## src/rtl/cpu_pkg.sv

```systemverilog
`default_nettype none
// ============================================================================
// Module      : cpu_pkg
// Description : Shared opcodes, FSM states and control-word encodings for the
//               8-bit CPU control unit.
// Revision    : 1.0
// ============================================================================
package cpu_pkg;

    typedef enum logic [2:0] {
        ST_INIT    = 3'd0,
        ST_FETCH_L = 3'd1,
        ST_FETCH_H = 3'd2,
        ST_EXEC1   = 3'd3,
        ST_EXEC2   = 3'd4,
        ST_HALT    = 3'd5
    } state_t;

    typedef enum logic [3:0] {
        OP_LDI  = 4'h0, OP_LDM = 4'h1, OP_STM = 4'h2, OP_MOV = 4'h3,
        OP_ADD  = 4'h4, OP_SUB = 4'h5, OP_AND = 4'h6, OP_OR  = 4'h7,
        OP_XOR  = 4'h8, OP_INC = 4'h9, OP_DEC = 4'hA, OP_BRA = 4'hB,
        OP_BEQ  = 4'hC, OP_BNE = 4'hD, OP_NOP = 4'hE, OP_HALT = 4'hF
    } opcode_t;

    localparam logic [1:0] c_FUN_CLR  = 2'b00;
    localparam logic [1:0] c_FUN_LOAD = 2'b01;
    localparam logic [1:0] c_FUN_DEC  = 2'b10;
    localparam logic [1:0] c_FUN_INC  = 2'b11;

    localparam logic [3:0] c_ALU_A   = 4'd0;
    localparam logic [3:0] c_ALU_B   = 4'd1;
    localparam logic [3:0] c_ALU_ADD = 4'd4;
    localparam logic [3:0] c_ALU_SUB = 4'd5;
    localparam logic [3:0] c_ALU_AND = 4'd7;
    localparam logic [3:0] c_ALU_OR  = 4'd8;
    localparam logic [3:0] c_ALU_XOR = 4'd10;

    localparam logic [1:0] c_MUX_ALU  = 2'd0;
    localparam logic [1:0] c_MUX_MEM  = 2'd1;
    localparam logic [1:0] c_MUX_IMM  = 2'd2;
    localparam logic [1:0] c_MUX_ARFC = 2'd3;

    localparam logic [1:0] c_ARF_SEL_AR = 2'd0;
    localparam logic [1:0] c_ARF_SEL_PC = 2'd3;

    localparam logic [3:0] c_ARF_EN_PC  = 4'b1000;
    localparam logic [3:0] c_ARF_EN_AR  = 4'b0100;
    localparam logic [3:0] c_EN_ALL     = 4'b1111;

    localparam int c_FLAG_Z = 3;

    typedef struct packed {
        logic [2:0] rf_outa_sel;
        logic [2:0] rf_outb_sel;
        logic [1:0] rf_fun_sel;
        logic [3:0] rf_rsel;
        logic [3:0] rf_tsel;
        logic [3:0] alu_fun_sel;
        logic [1:0] arf_outc_sel;
        logic [1:0] arf_outd_sel;
        logic [1:0] arf_fun_sel;
        logic [3:0] arf_reg_sel;
        logic       ir_lh;
        logic       ir_enable;
        logic [1:0] ir_funsel;
        logic       mem_wr;
        logic       mem_cs;
        logic [1:0] mux_a_sel;
        logic [1:0] mux_b_sel;
        logic       mux_c_sel;
        logic       halted;
        logic       flag_we;
    } ctrl_t;

    localparam int c_CTRL_W = $bits(ctrl_t);

    // C-port stays parked on PC and memory addresses default to PC.
    localparam ctrl_t c_CTRL_IDLE = '{
        rf_outa_sel:  3'd0,  rf_outb_sel: 3'd0,  rf_fun_sel:  2'd0,
        rf_rsel:      4'd0,  rf_tsel:     4'd0,  alu_fun_sel: 4'd0,
        arf_outc_sel: c_ARF_SEL_PC, arf_outd_sel: c_ARF_SEL_PC,
        arf_fun_sel:  2'd0,  arf_reg_sel: 4'd0,  ir_lh:       1'b0,
        ir_enable:    1'b0,  ir_funsel:   2'd0,  mem_wr:      1'b0,
        mem_cs:       1'b1,  mux_a_sel:   2'd0,  mux_b_sel:   2'd0,
        mux_c_sel:    1'b0,  halted:      1'b0,  flag_we:     1'b0
    };

    function automatic logic [2:0] rf_port(input logic [1:0] r);
        return {1'b1, r};
    endfunction

    function automatic logic [3:0] rf_onehot(input logic [1:0] r);
        return 4'b1000 >> r;
    endfunction

    function automatic logic [3:0] alu_code(input opcode_t op);
        case (op)
            OP_ADD:  return c_ALU_ADD;
            OP_SUB:  return c_ALU_SUB;
            OP_AND:  return c_ALU_AND;
            OP_OR:   return c_ALU_OR;
            OP_XOR:  return c_ALU_XOR;
            default: return c_ALU_A;
        endcase
    endfunction

endpackage
`default_nettype wire

```

## src/rtl/cu_decode.sv

```systemverilog
`default_nettype none
// ============================================================================
// Module      : cu_decode
// Description : Combinational state/opcode to control-word decode.
// Revision    : 1.0
// ============================================================================
module cu_decode
    import cpu_pkg::*;
(
    input  logic [2:0]          state_i,
    input  logic [7:0]          ir_hi_i,
    input  logic                flag_z_i,
    output logic [c_CTRL_W-1:0] ctrl_o
);

    state_t     w_state;
    opcode_t    w_op;
    logic [1:0] w_rd;
    logic [1:0] w_rs;
    logic       w_take;
    ctrl_t      w_c;

    assign w_state = state_t'(state_i);
    assign w_op    = opcode_t'(ir_hi_i[7:4]);
    assign w_rd    = ir_hi_i[3:2];
    assign w_rs    = ir_hi_i[1:0];
    assign w_take  = (w_op == OP_BRA) || (w_op == OP_BEQ && flag_z_i) ||
                     (w_op == OP_BNE && !flag_z_i);

    always_comb begin
        w_c = c_CTRL_IDLE;
        unique case (w_state)
            ST_INIT: begin
                w_c.rf_fun_sel  = c_FUN_CLR;
                w_c.rf_rsel     = c_EN_ALL;
                w_c.rf_tsel     = c_EN_ALL;
                w_c.arf_fun_sel = c_FUN_CLR;
                w_c.arf_reg_sel = c_EN_ALL;
                w_c.ir_enable   = 1'b1;
                w_c.ir_funsel   = c_FUN_CLR;
            end
            ST_FETCH_L, ST_FETCH_H: begin
                w_c.arf_outd_sel = c_ARF_SEL_PC;
                w_c.mem_cs       = 1'b0;
                w_c.ir_enable    = 1'b1;
                w_c.ir_funsel    = c_FUN_LOAD;
                w_c.ir_lh        = (w_state == ST_FETCH_H);
                w_c.arf_reg_sel  = c_ARF_EN_PC;
                w_c.arf_fun_sel  = c_FUN_INC;
            end
            ST_EXEC1: begin
                unique case (w_op)
                    OP_LDI: begin
                        w_c.mux_a_sel  = c_MUX_IMM;
                        w_c.rf_fun_sel = c_FUN_LOAD;
                        w_c.rf_rsel    = rf_onehot(w_rd);
                    end
                    OP_LDM, OP_STM: begin
                        w_c.mux_b_sel   = c_MUX_IMM;
                        w_c.arf_fun_sel = c_FUN_LOAD;
                        w_c.arf_reg_sel = c_ARF_EN_AR;
                    end
                    OP_MOV: begin
                        w_c.rf_outa_sel = rf_port(w_rs);
                        w_c.alu_fun_sel = c_ALU_A;
                        w_c.mux_a_sel   = c_MUX_ALU;
                        w_c.rf_fun_sel  = c_FUN_LOAD;
                        w_c.rf_rsel     = rf_onehot(w_rd);
                    end
                    OP_ADD, OP_SUB, OP_AND, OP_OR, OP_XOR: begin
                        w_c.rf_outa_sel = rf_port(w_rd);
                        w_c.rf_outb_sel = rf_port(w_rs);
                        w_c.alu_fun_sel = alu_code(w_op);
                        w_c.mux_a_sel   = c_MUX_ALU;
                        w_c.rf_fun_sel  = c_FUN_LOAD;
                        w_c.rf_rsel     = rf_onehot(w_rd);
                        w_c.flag_we     = 1'b1;
                    end
                    OP_INC, OP_DEC: begin
                        w_c.rf_fun_sel = (w_op == OP_INC) ? c_FUN_INC : c_FUN_DEC;
                        w_c.rf_rsel    = rf_onehot(w_rd);
                    end
                    OP_BRA, OP_BEQ, OP_BNE: begin
                        if (w_take) begin
                            w_c.mux_b_sel   = c_MUX_IMM;
                            w_c.arf_fun_sel = c_FUN_LOAD;
                            w_c.arf_reg_sel = c_ARF_EN_PC;
                        end
                    end
                    default: ;
                endcase
            end
            ST_EXEC2: begin
                // Second memory cycle: AR addresses memory for both LDM and STM.
                if (w_op == OP_LDM) begin
                    w_c.arf_outd_sel = c_ARF_SEL_AR;
                    w_c.mem_cs       = 1'b0;
                    w_c.mux_a_sel    = c_MUX_MEM;
                    w_c.rf_fun_sel   = c_FUN_LOAD;
                    w_c.rf_rsel      = rf_onehot(w_rd);
                end else if (w_op == OP_STM) begin
                    w_c.rf_outa_sel  = rf_port(w_rd);
                    w_c.mux_c_sel    = 1'b0;
                    w_c.alu_fun_sel  = c_ALU_A;
                    w_c.arf_outd_sel = c_ARF_SEL_AR;
                    w_c.mem_cs       = 1'b0;
                    w_c.mem_wr       = 1'b1;
                end
            end
            ST_HALT: w_c.halted = 1'b1;
            default: ;
        endcase
    end

    assign ctrl_o = w_c;

endmodule
`default_nettype wire

```

## src/rtl/control_sequencer.sv

```systemverilog
`default_nettype none
// ============================================================================
// Module      : control_sequencer
// Description : Multi-cycle CPU control FSM with flag register.
// Revision    : 1.0
// ============================================================================
module control_sequencer
    import cpu_pkg::*;
(
    input  logic        Clock,
    input  logic        Reset,
    input  logic [15:0] IROut,
    input  logic [3:0]  ALUOutFlag,
    output logic [2:0]  RF_OutASel,
    output logic [2:0]  RF_OutBSel,
    output logic [1:0]  RF_FunSel,
    output logic [3:0]  RF_RSel,
    output logic [3:0]  RF_TSel,
    output logic [3:0]  ALU_FunSel,
    output logic [1:0]  ARF_OutCSel,
    output logic [1:0]  ARF_OutDSel,
    output logic [1:0]  ARF_FunSel,
    output logic [3:0]  ARF_RegSel,
    output logic        IR_LH,
    output logic        IR_Enable,
    output logic [1:0]  IR_Funsel,
    output logic        Mem_WR,
    output logic        Mem_CS,
    output logic [1:0]  MuxASel,
    output logic [1:0]  MuxBSel,
    output logic        MuxCSel,
    output logic        Halted
);

    state_t     state_q, state_d;
    logic [3:0] flags_q, flags_d;
    ctrl_t      w_dec;
    ctrl_t      w_ctrl;
    opcode_t    w_op;
    logic       w_unused_imm;

    assign w_op         = opcode_t'(IROut[15:12]);
    assign w_unused_imm = ^IROut[7:0];

    cu_decode u_decode (
        .state_i  (state_q),
        .ir_hi_i  (IROut[15:8]),
        .flag_z_i (flags_q[c_FLAG_Z]),
        .ctrl_o   (w_dec)
    );

    always_ff @(posedge Clock) begin
        if (Reset) begin
            state_q <= ST_INIT;
            flags_q <= 4'd0;
        end else begin
            state_q <= state_d;
            flags_q <= flags_d;
        end
    end

    always_comb begin
        state_d = state_q;
        flags_d = flags_q;
        unique case (state_q)
            ST_INIT: begin
                flags_d = 4'd0;
                state_d = ST_FETCH_L;
            end
            ST_FETCH_L: state_d = ST_FETCH_H;
            ST_FETCH_H: state_d = ST_EXEC1;
            ST_EXEC1: begin
                if (w_dec.flag_we) begin
                    flags_d = ALUOutFlag;
                end
                if (w_op == OP_HALT) begin
                    state_d = ST_HALT;
                end else if (w_op == OP_LDM || w_op == OP_STM) begin
                    state_d = ST_EXEC2;
                end else begin
                    state_d = ST_FETCH_L;
                end
            end
            ST_EXEC2: state_d = ST_FETCH_L;
            ST_HALT:  state_d = ST_HALT;
            default:  state_d = ST_INIT;
        endcase
    end

    // Reset masks the decode so a pending STM write can never reach memory.
    assign w_ctrl = Reset ? c_CTRL_IDLE : w_dec;

    assign RF_OutASel  = w_ctrl.rf_outa_sel;
    assign RF_OutBSel  = w_ctrl.rf_outb_sel;
    assign RF_FunSel   = w_ctrl.rf_fun_sel;
    assign RF_RSel     = w_ctrl.rf_rsel;
    assign RF_TSel     = w_ctrl.rf_tsel;
    assign ALU_FunSel  = w_ctrl.alu_fun_sel;
    assign ARF_OutCSel = w_ctrl.arf_outc_sel;
    assign ARF_OutDSel = w_ctrl.arf_outd_sel;
    assign ARF_FunSel  = w_ctrl.arf_fun_sel;
    assign ARF_RegSel  = w_ctrl.arf_reg_sel;
    assign IR_LH       = w_ctrl.ir_lh;
    assign IR_Enable   = w_ctrl.ir_enable;
    assign IR_Funsel   = w_ctrl.ir_funsel;
    assign Mem_WR      = w_ctrl.mem_wr;
    assign Mem_CS      = w_ctrl.mem_cs;
    assign MuxASel     = w_ctrl.mux_a_sel;
    assign MuxBSel     = w_ctrl.mux_b_sel;
    assign MuxCSel     = w_ctrl.mux_c_sel;
    assign Halted      = w_ctrl.halted;

endmodule
`default_nettype wire

```

## config.mk

```make
export PLATFORM = sky130hd
export DESIGN_NAME = control_sequencer
export DESIGN_NICKNAME = d
export VERILOG_FILES = /design/src/rtl/cpu_pkg.sv /design/src/rtl/cu_decode.sv /design/src/rtl/control_sequencer.sv
export SDC_FILE = /design/constraint.sdc
export NUM_CORES = 1
export LEC_CHECK = 0
export ABC_AREA = 1
export BUFFER_PORTS_ARGS = -buffer_cell sky130_fd_sc_hd__clkbuf_2
export CORE_MARGIN = 1
export CORE_UTILIZATION = 41
export DETAILED_ROUTE_END_ITERATION = 12
export PLACE_DENSITY = 0.83
export REMOVE_ABC_BUFFERS = 1
export SYNTH_ARGS = -nofsm -noshare
export SYNTH_HDL_FRONTEND = slang
export SYNTH_SLANG_ARGS = --single-unit
```

## constraint.sdc

```tcl
create_clock -name Clock -period 3.3 [get_ports Clock]
set_input_delay 0.495 -clock Clock [delete_from_list [all_inputs] [get_ports Clock]]
set_output_delay 0.495 -clock Clock [all_outputs]
set_load 0.005 [all_outputs]
```

# After elaboration in Yosys (flattened, before gate mapping)
# Cells that the tools add are included.
# word_totals
reg_bits	7
latchBits	0
ramBits	0
romBits	0
out_inout_bits	42
elab_cells	82
mem_count	0
# classes
n_addsub	0
mul	0
div	0
magnitude_cmp	0
n_eq_ne	20
shifts	1
mux	42
n_bitwise	0
n_reduce_logical	17
# op_table
op	n
43-bit 2-to-1 mux	1
6-bit case mux with 3 select lines	2
4-bit == test (second input constant)	7
4-bit case mux with 5 select lines	1
3-bit 2-to-1 mux	6
3-bit case mux with 2 select lines	3
4-bit by 3-bit == test with 1-bit output (second input constant)	4
4-bit 2-to-1 mux	4
3-bit case mux with 5 select lines	1
2-bit 2-to-1 mux	7
6-bit case mux with 2 select lines	1
5-bit 2-to-1 mux	2
5-bit case mux with 2 select lines	1
1-bit 2-to-1 mux	9
4-bit by 2-bit == test with 1-bit output (second input constant)	2
2-bit case mux with 2 select lines	2
4-bit case mux with 2 select lines	1
2-bit OR reduction	4
7-bit OR reduction	1
3-bit by 2-bit == test with 1-bit output (second input constant)	2
3-bit == test (second input constant)	2
5-bit OR reduction	1
4-bit by 1-bit == test with 1-bit output (second input constant)	1
4-bit logical NOT	1
other kinds (11)	14

# Logic depth before layout (Yosys ltp)
# Gate-level depths: netlist (run 1).
# logic_depth
ltp_word	8
ltp_mapped	9
ltp_nobuf	9

# Cells and area by module
# A second synthesis (run 1) with hierarchy kept.
# hier_totals
hier_cells	232
hier_area_um2	1111.1
# by_module_without_submodules
module	instances	cells_per_inst	area_each_um2	seq_area_each_um2
control_sequencer	1	120	559.3	80.1
cu_decode	1	112	551.8	0.0

# Worst setup path before layout (run 1)
# OpenSTA, ideal clock, no wires.
# synth_timing
path_type	input to output
from	input port Reset
to	output port ARF_RegSel[1]
arrival_ns	1.297
required_ns	2.805
setup_slack_ns	1.508
cell_stages	4
path_cell_list	buf_2 buf_1 nor2_1 buf_4
# synth_between
elab_chain_len	1
# synth_lines
element	line_no	rtl
from (decl)	control_sequencer.sv:11	input logic Reset,
43-bit 2-to-1 mux	control_sequencer.sv:91	assign w_ctrl = Reset ? c_CTRL_IDLE : w_dec;
to (decl)	control_sequencer.sv:23	output logic [3:0] ARF_RegSel,
# Every way passes these cells.

# Worst setup path in the final report (run 1)
# layout_timing
from	input port Reset
to	output port ALU_FunSel[0]
# layout_between
elab_chain_len	1
# layout_lines
element	line_no	rtl
43-bit 2-to-1 mux	control_sequencer.sv:91	
to (decl)	control_sequencer.sv:19	output logic [3:0] ALU_FunSel,
# Every way passes these cells.

==> results of run 1 <==
[synth_stat cells (all sizes together)]
master	number
conb	2
o21a	1
nor3	3
nand2	39
nor4	2
dfxtp	4
nand3	6
a21oi	11
buf	13
inv	27
nor2	28
o21ai	4
and2	1
o211ai	1
a31oi	3
a22oi	1
[routing by layer]
metal	global-route usage (%)	vias to the layer above	part of all wire [%]
li1	-	516	-
met1	26.68	398	47
met2	31.01	28	48
met3	2.800	0	4.9
met4	7.273	0	0
met5	0	-	0
[power by group]
part           leakage [nW]  internal [mW]  switching (mW)
combinational         0.556         0.0366          0.0627
sequential           0.0330         0.0527         0.00402
clock                0.0138         0.0406          0.0183
[per-stage QoR]
stage	power [mW]	hold WS [ns]	worst slack (ns)	util (%)
2_1_floorplan	0.1144	0.4667	1.587	-
5_1_grt	0.2343	0.5145	1.043	56.13
4_1_cts	0.2187	0.4979	1.192	56.13
3_5_place_dp	0.1567	0.5037	1.193	54.84
3_3_place_gp	0.1558	0.4938	1.230	54.84
6_report	0.2149	0.5046	1.198	56.13
[sequential cells by signal (all words and copies together), names as in the netlist]
name,cells
state_q,3
flags_q,1
[cell type report]
type                            count  area share, %
Sequential cell                     4          8.174
Inverter                           27          10.60
Multi-Input combinational cell    105          51.72
Tap cell                           25          3.193
Clock buffer                        3          2.299
Timing Repair Buffer               47          24.01
[critical path, cell delays in order]
cell and delay (ns):
clkbuf_2 0.26, nor2_1 0.28, nand2_1 0.17, nor3_2 0.16, and2_1 0.14, clkbuf_2 0.10
[how the worst max path moves through the flow]
stage	cells past startpoint	end	start
after floorplan	9	ALU_FunSel[3]	IROut[13]
after detailed placement	6	ALU_FunSel[0]	Reset
after global routing	6	ALU_FunSel[0]	Reset
final	6	ALU_FunSel[0]	Reset
after CTS	6	ALU_FunSel[0]	Reset
after global placement	6	ALU_FunSel[0]	Reset
[logic make-up (layout without fill, tap and decap cells)]
kind of cell / Yosys count / after routing / synth area share (%)
simple gates: 79 / 79 / 48.22
buf+inv: 40 / 77 / 25.33
compound gates: 21 / 21 / 15.10
flops: 4 / 4 / 10.39
other cells: 2 / 5 / 0.9744
==> metrics.md, run 1 <==
| Metric | Value |
|---|---|
| Drt first pass iters | 4 |
| Worst hold endpoint | flags_q[3] |
| Vias/cell | 4.464 |
| Fillers | 213 |
| Post-Route WL | 1.887 mm |
| Synth top area share | 17.53% |
| Seq/Total Area, Yosys | 10.39% |
| Minimum clock period | 2.102 ns |
| Yosys warnings | 0 |
| Critical Path End Type | output port |
| TritonCTS Buffers | 3 |
| DRC errors left | 0 |
| Die height | 45.36 um |
| Yosys top cell by area | nand2_1 |
| RSZ-0062 raised after global routing | false |
| Reg2reg end | flags_q[3] |
| Period utilisation layout | 63.71% |
| Final setup fails | 0 |
| Post-synth cell types | 27 |
| CTS root buf | clkbuf_4 |
| Static leakage | 0.6033 nW |
| Post-CTS Repair Setup Buffers | 0 |
| Final hold violation count | 0 |
| Initial drt markers | 19 |
| Flop2flop setup slack | 2.08 ns |
| Synthesis-to-layout area growth | 27.11% |
| Rows | 15 |
| Initial antenna violation count | 0 |
| I/O Pins | 64 |
| Placed instance count | 208 |
| Via count | 942 |
| Hold_buf cts | 0 |
| Peak VDD IR | 0.2038 mV |
| R2R depth | 7 |
| Slew Viols, Final | 0 |
| HP Start | ALUOutFlag[3] |
| Crit-path max FO | 21 |
| Post-DR wirelength/cell | 8.943 um |
| Hpwl dp | 1.594 mm |
| Die X | 45.36 um |
| Setup TNS Final | 0 ns |
| Post-Syn Instances | 146 |
| Dpl cell area | 957.2 um^2 |
| Flops & latches, synth | 4 |
| DRT antenna net count | 0 |
| Hold WC Path Type | primary input to flip-flop |
| Register area | 80.08 um^2 |
| Final Instance Area | 979.7 um^2 |
| # port buffers | 47 |
| Clk sinks | 4 |
| Multi-input logic area | 506.7 um^2 |
| CTS tree | built |
| Clock latency at the later pin of the worst-skew pair | 0.23 ns |
| Fmax | 475.6 MHz |
| Clk pin slew, worst setup/hold paths | 0.04 ns |
| Initial Utilization | 44.16% |
| R2r startpoint | state_q[1] |
| Vias in the first global route | 733 |
| Worst Skew | 0.0009419 ns |
| Highest-count cells in the layout ignoring fill and taps | 47 x clkbuf_2, 36 x nand2_1, 24 x inv_1, 24 x nor2_1, 11 x a21oi_1 |
| Worst hold path depth | 3 |
| First-pass GRT wire length | 2.960 mm |
| # Max-Cap Violations | 0 |
| Layout cells sized above 1 | 33.87% |
| Critical path class | primary input to output port |
| Critical Path RT | 2.80 ns |
| H-tree Lvls | 1 |
| Layout Nets | 210 |
| Die ar. | 2057 um^2 |
| PostCTS Resize Cnt | 0 |
| Clock buffer depth | 2 |
| # diodes | 0 |
| GPL Wtd Cong | 0.8672 |
| Total gr overflow | 0 |
| Non-filler cells, final | 211 |
| Largest net degree at the start of global routing | 22 |
| Power per cell area | 219.3 nW/um^2 |
| Post-Syn Area | 770.7 um^2 |
| Commonest non-fill, non-tap cell in the layout | clkbuf_2 |
| Status | finished clean |
| Area contributors post-synth | nand2_1 18%, inv_1 12%, nor2_1 12% |
| Placeable Area | 1745 um^2 |
| GRT Total Usage | 19.57% |
| CP Data Arrival Time | 1.61 ns |
| Worst Setup Start Kind | primary input |
| Syn avg cell area | 5.279 um^2 |
Note: power is estimated with default switching activity, not from simulation.
==> inputs of run 2 (changes only) <==
Settings changed: CORE_UTILIZATION 41 to 38, PLACE_DENSITY 0.83 to 0.77.
Clock period 3.3 ns to 2 ns, I/O delays scaled along.
==> metrics.md, run 2 (same netlist as run 1, synthesis figures left out) <==
| Metric | Value |
|---|---|
| Status | finished clean |
| Clk sinks | 4 |
| DRC errors left | 0 |
| P_int | 215.7 uW |
| Drt first pass iters | 4 |
| Vias/cell | 4.637 |
| Fmax | 550.8 MHz |
| Worst hold path depth | 3 |
| Initial Utilization | 42.34% |
| Final worst slack | 0.1843 ns |
| Sequential power share | 26.4% |
| CP Data Arrival Time | 1.52 ns |
| Psw | 139.5 uW |
| Final Instance Area | 987.2 um^2 |
| Clock latency at the later pin of the worst-skew pair | 0.23 ns |
| Initial antenna violation count | 0 |
| Max FFs per register | 3 |
| # diodes | 0 |
| Hold WC Path Type | primary input to flip-flop |
| Dpl cell area | 964.7 um^2 |
| Logic pwr share | 46.7% |
| Hold_buf cts | 0 |
| Worst Skew | 0.002525 ns |
| Crit-path max FO | 6 |
| Post-Route WL | 1.911 mm |
| Sw Share | 39.28% |
| Critical path class | flip-flop to output port |
| Layout Nets | 211 |
| R2R depth | 7 |
| Power per cell area | 359.9 nW/um^2 |
| # port buffers | 47 |
| Die X | 47.04 um |
| Rows | 15 |
| Fillers | 189 |
| CTS tree | built |
| RSZ-0062 raised after global routing | false |
| Via count | 983 |
| DRT antenna net count | 0 |
| Post-DR wirelength/cell | 9.014 um |
| Period utilisation layout | 90.78% |
| PostCTS Resize Cnt | 0 |
| I/O Pins | 64 |
| CTS root buf | clkbuf_4 |
| Clk pin slew, worst setup/hold paths | 0.04 ns |
| Hpwl dp | 1.657 mm |
| Peak VDD IR | 0.2814 mV |
| Layout cells sized above 1 | 34.22% |
| Clock buffer depth | 2 |
| Worst Setup Start Kind | flip-flop |
| # Max-Cap Violations | 0 |
| Top reg by flops | state_q |
| Final setup fails | 0 |
| Static leakage | 0.6081 nW |
| Total gr overflow | 0 |
| Critical Path End Type | output port |
| Highest-count cells in the layout ignoring fill and taps | 47 x clkbuf_2, 36 x nand2_1, 24 x inv_1, 24 x nor2_1, 11 x a21oi_1 |
| Core Util, Final | 54.23% |
| TritonCTS Buffers | 3 |
| Largest net degree at the start of global routing | 21 |
| Synthesis-to-layout area growth | 28.08% |
| Die ar. | 2212 um^2 |
| Post-CTS Repair Setup Buffers | 0 |
| GPL Wtd Cong | 0.8601 |
| Biggest regs | state_q: 3 flops, flags_q: 1 flops |
| Critical Path RT | 1.70 ns |
| GRT Total Usage | 18.44% |
| Placeable Area | 1821 um^2 |
| Slew Viols, Final | 0 |
| First-pass GRT wire length | 2.911 mm |
| WHS | 0.3111 ns |
| Commonest non-fill, non-tap cell in the layout | clkbuf_2 |
| Minimum clock period | 1.816 ns |
| Final hold violation count | 0 |
| Setup TNS Final | 0 ns |
| Clock power share | 27.0% |
| Vias in the first global route | 751 |
| Initial drt markers | 24 |
| Die height | 47.04 um |
| H-tree Lvls | 1 |
| DP Worst Slack | 0.3396 ns |
run 2: changes by cell type in the layout (fill, tap and decap cells not counted), sizes merged:
cell / change
buf: +1
run 2: path summary, 6_finish.rpt:
kind	startpoint	endpoint	slack, ns
worst min register to register	state_q[0]	state_q[0]	0.50
worst min-delay path	ALUOutFlag[3]	flags_q[3]	0.31
worst max-delay path	state_q[1]	RF_TSel[3]	0.18
worst max register to register	state_q[1]	flags_q[3]	0.77
run 2: area by class of cell:
cell class | count | area, um^2 | area share [%]
multi-input combinational | 105 | 506.7 | 51.33
inverter | 27 | 103.9 | 10.52
clock buffer | 3 | 22.52 | 2.281
sequential | 4 | 80.08 | 8.112
tap | 25 | 31.28 | 3.169
timing repair buffer | 48 | 242.7 | 24.59
run 2: critical path: stages, from the launching register on:
cell and delay, ns:
dfxtp_1 0.33, inv_1 0.11, nand2_2 0.11, nor2_1 0.14
inv_1 0.12, nor2_1 0.28, clkbuf_2 0.18
run 2: per-layer routing:
metal / track usage (%) / vias to the layer above / part of all wire (%)
met5: 0 / - / 0
met4: 9.143 / 0 / 0
met3: 3.462 / 0 / 6.7
met2: 30.00 / 38 / 50
met1: 23.27 / 427 / 43
li1: - / 518 / -
run 2: power groups by stage:
stage          combinational [mW]  sequential (mW)  clock [mW]
6_report                    0.166           0.0937      0.0958
3_5_place_dp                0.166           0.0948           0
3_3_place_gp                0.164           0.0944           0
4_1_cts                     0.167           0.0936       0.102
5_1_grt                     0.189           0.0949       0.108
2_1_floorplan              0.0956           0.0932           0
run 2: through the flow:
step,power [mW],std cells
floorplan,0.1887,136
global placement,0.2586,209
detailed placement,0.2607,209
CTS,0.3623,212
global route,0.3921,212
finish,0.3553,212
==> inputs of run 3 (changes only) <==
Settings changed: CORE_UTILIZATION 38 to 40, CTS_BUF_LIST set to sky130_fd_sc_hd__clkbuf_4 sky130_fd_sc_hd__clkbuf_8, PLACE_DENSITY 0.77 to 0.81.
Clock period 2 ns to 1.75 ns, I/O delays scaled along.
==> metrics.md, run 3 (same netlist as run 1, synthesis figures left out) <==
| Metric | Value |
|---|---|
| GRT Total Usage | 19.87% |
| CTS tree | built |
| Clock buffer depth | 2 |
| # diodes | 0 |
| Placeable Area | 1764 um^2 |
| Hpwl dp | 1.789 mm |
| Layout cells sized above 1 | 41.27% |
| Crit-path max FO | 4 |
| Setup TNS Final | 0 ns |
| Vias/cell | 4.631 |
| CP max stage delay | 0.33 ns |
| Highest-count cells in the layout ignoring fill and taps | 47 x clkbuf_2, 35 x nand2_1, 22 x inv_1 |
| Final Instance Area | 1042 um^2 |
| Minimum clock period | 1.630 ns |
| DRC errors left | 0 |
| TritonCTS Buffers | 3 |
| H-tree Lvls | 1 |
| Post-Route WL | 2.156 mm |
| Period utilisation layout | 93.13% |
| Power, Total | 425.2 uW |
| Hold_buf cts | 0 |
| Fmax | 613.6 MHz |
| GPL Wtd Cong | 0.8366 |
| Layout Nets | 213 |
| Clk pin slew, worst setup/hold paths | 0.04 ns |
| Clk sinks | 4 |
| Status | finished clean |
| DRT antenna net count | 0 |
| # Max-Cap Violations | 0 |
| Largest net degree at the start of global routing | 21 |
| Synthesis-to-layout area growth | 35.23% |
| Final setup fails | 0 |
| Top Family by Delay on Critical Path | simple AND/OR/NAND/NOR gates |
| Total gr overflow | 0 |
| Die X | 45.90 um |
| Worst Skew | 0.002422 ns |
| Worst Setup Start Kind | flip-flop |
| Initial Utilization | 43.69% |
| Hold WC Path Type | primary input to flip-flop |
| Max FFs per register | 3 |
| DP Worst Slack | 0.1583 ns |
| Final worst slack | 0.1202 ns |
| Post-DR wirelength/cell | 10.07 um |
| Biggest regs | state_q: 3 flops, flags_q: 1 flops |
| Static leakage | 0.6245 nW |
| Die height | 45.90 um |
| I/O Pins | 64 |
| Slowest-stage cell, CP | dfxtp_2 |
| Initial drt markers | 19 |
| Final hold violation count | 0 |
| Critical Path End Type | output port |
| Rows | 15 |
| Dpl cell area | 964.7 um^2 |
| Critical path class | flip-flop to output port |
| # port buffers | 47 |
| Die ar. | 2106 um^2 |
| Via count | 991 |
| Commonest non-fill, non-tap cell in the layout | clkbuf_2 |
| Critical Path RT | 1.49 ns |
| First-pass GRT wire length | 3.111 mm |
| Drt first pass iters | 4 |
| Top reg by flops | state_q |
| Peak VDD IR | 0.3935 mV |
| CP cell instances | inv_2, nand2_4, nor2_8, nand3_2, nand2_1, nand2_1, a21oi_1, clkbuf_2 |
| Slew Viols, Final | 0 |
| CTS root buf | clkbuf_4 |
| WHS | 0.2707 ns |
| CP dominant cell by count | nand2_1 |
| Initial antenna violation count | 0 |
| Buffers and inverters on the worst path | 2 |
| Clock latency at the later pin of the worst-skew pair | 0.23 ns |
| Fillers | 213 |
| Vias in the first global route | 782 |
| CP Data Arrival Time | 1.37 ns |
| Power per cell area | 408.0 nW/um^2 |
-- run 3: changes by cell type in the layout (fill, tap and decap cells not counted), moves of 2 or more --
cell | before | now
buf_4 | 1 | 3
dfxtp_1 | 4 | 1
dfxtp_2 | 0 | 3
inv_1 | 24 | 22
inv_2 | 2 | 4
nand2_4 | 0 | 2
nor2_1 | 24 | 19
nor2_2 | 1 | 6
-- run 3: area by class of cell --
class | instances | area [um^2] | share of cell area (%)
clock buffers | 3 | 22.52 | 2.161
inverters | 27 | 103.9 | 9.964
multi-input cells | 105 | 543.0 | 52.10
flip-flops and latches | 4 | 83.83 | 8.043
well taps | 25 | 31.28 | 3.001
repair buffers | 50 | 257.7 | 24.73
-- run 3: stage by stage --
step / cells / util, %
2_1_floorplan: 136 / -
3_3_place_gp: 209 / 54.68
3_5_place_dp: 209 / 54.68
4_1_cts: 213 / 56.60
5_1_grt: 214 / 59.08
6_report: 214 / 59.08
-- run 3: what timing repair did --
action	CTS	global route
buffers inserted	1	1
pin swaps	0	3
gates resized for setup	2	13
endpoints found under the setup margin	8	18
-- run 3: worst min-delay path: stages --
cell and delay (ns):
clkbuf_2 0.08, nand2_1 0.05, a21oi_1 0.06
-- run 3: final timing paths --
path	cells after the start	endpoint	slack, ns	from
hold / removal	3	flags_q[3]	0.27	ALUOutFlag[3]
setup reg to reg	7	flags_q[3]	0.60	state_q[0]
hold reg to reg	1	state_q[0]	0.50	state_q[0]
setup / recovery	8	RF_OutASel[1]	0.12	state_q[0]
-- run 3: layer usage --
| metal | vias to the layer above | GRT usage (%) | share of wire (%) |
|---|---|---|---|
| met2 | 22 | 34.65 | 51 |
| met1 | 442 | 26.76 | 46 |
| met4 | 0 | 5.294 | 0 |
| met3 | 0 | 0 | 2.8 |
| met5 | - | 0 | 0 |
| li1 | 527 | - | - |
-- run 3: power breakdown --
part | switching (mW) | internal [mW] | total, mW | leakage, nW
registers | 0.0101 | 0.101 | 0.111 | 0.0340
logic | 0.128 | 0.0768 | 0.205 | 0.577
clock network | 0.0337 | 0.0764 | 0.110 | 0.0138
total | 0.172 | 0.254 | 0.425 | 0.625
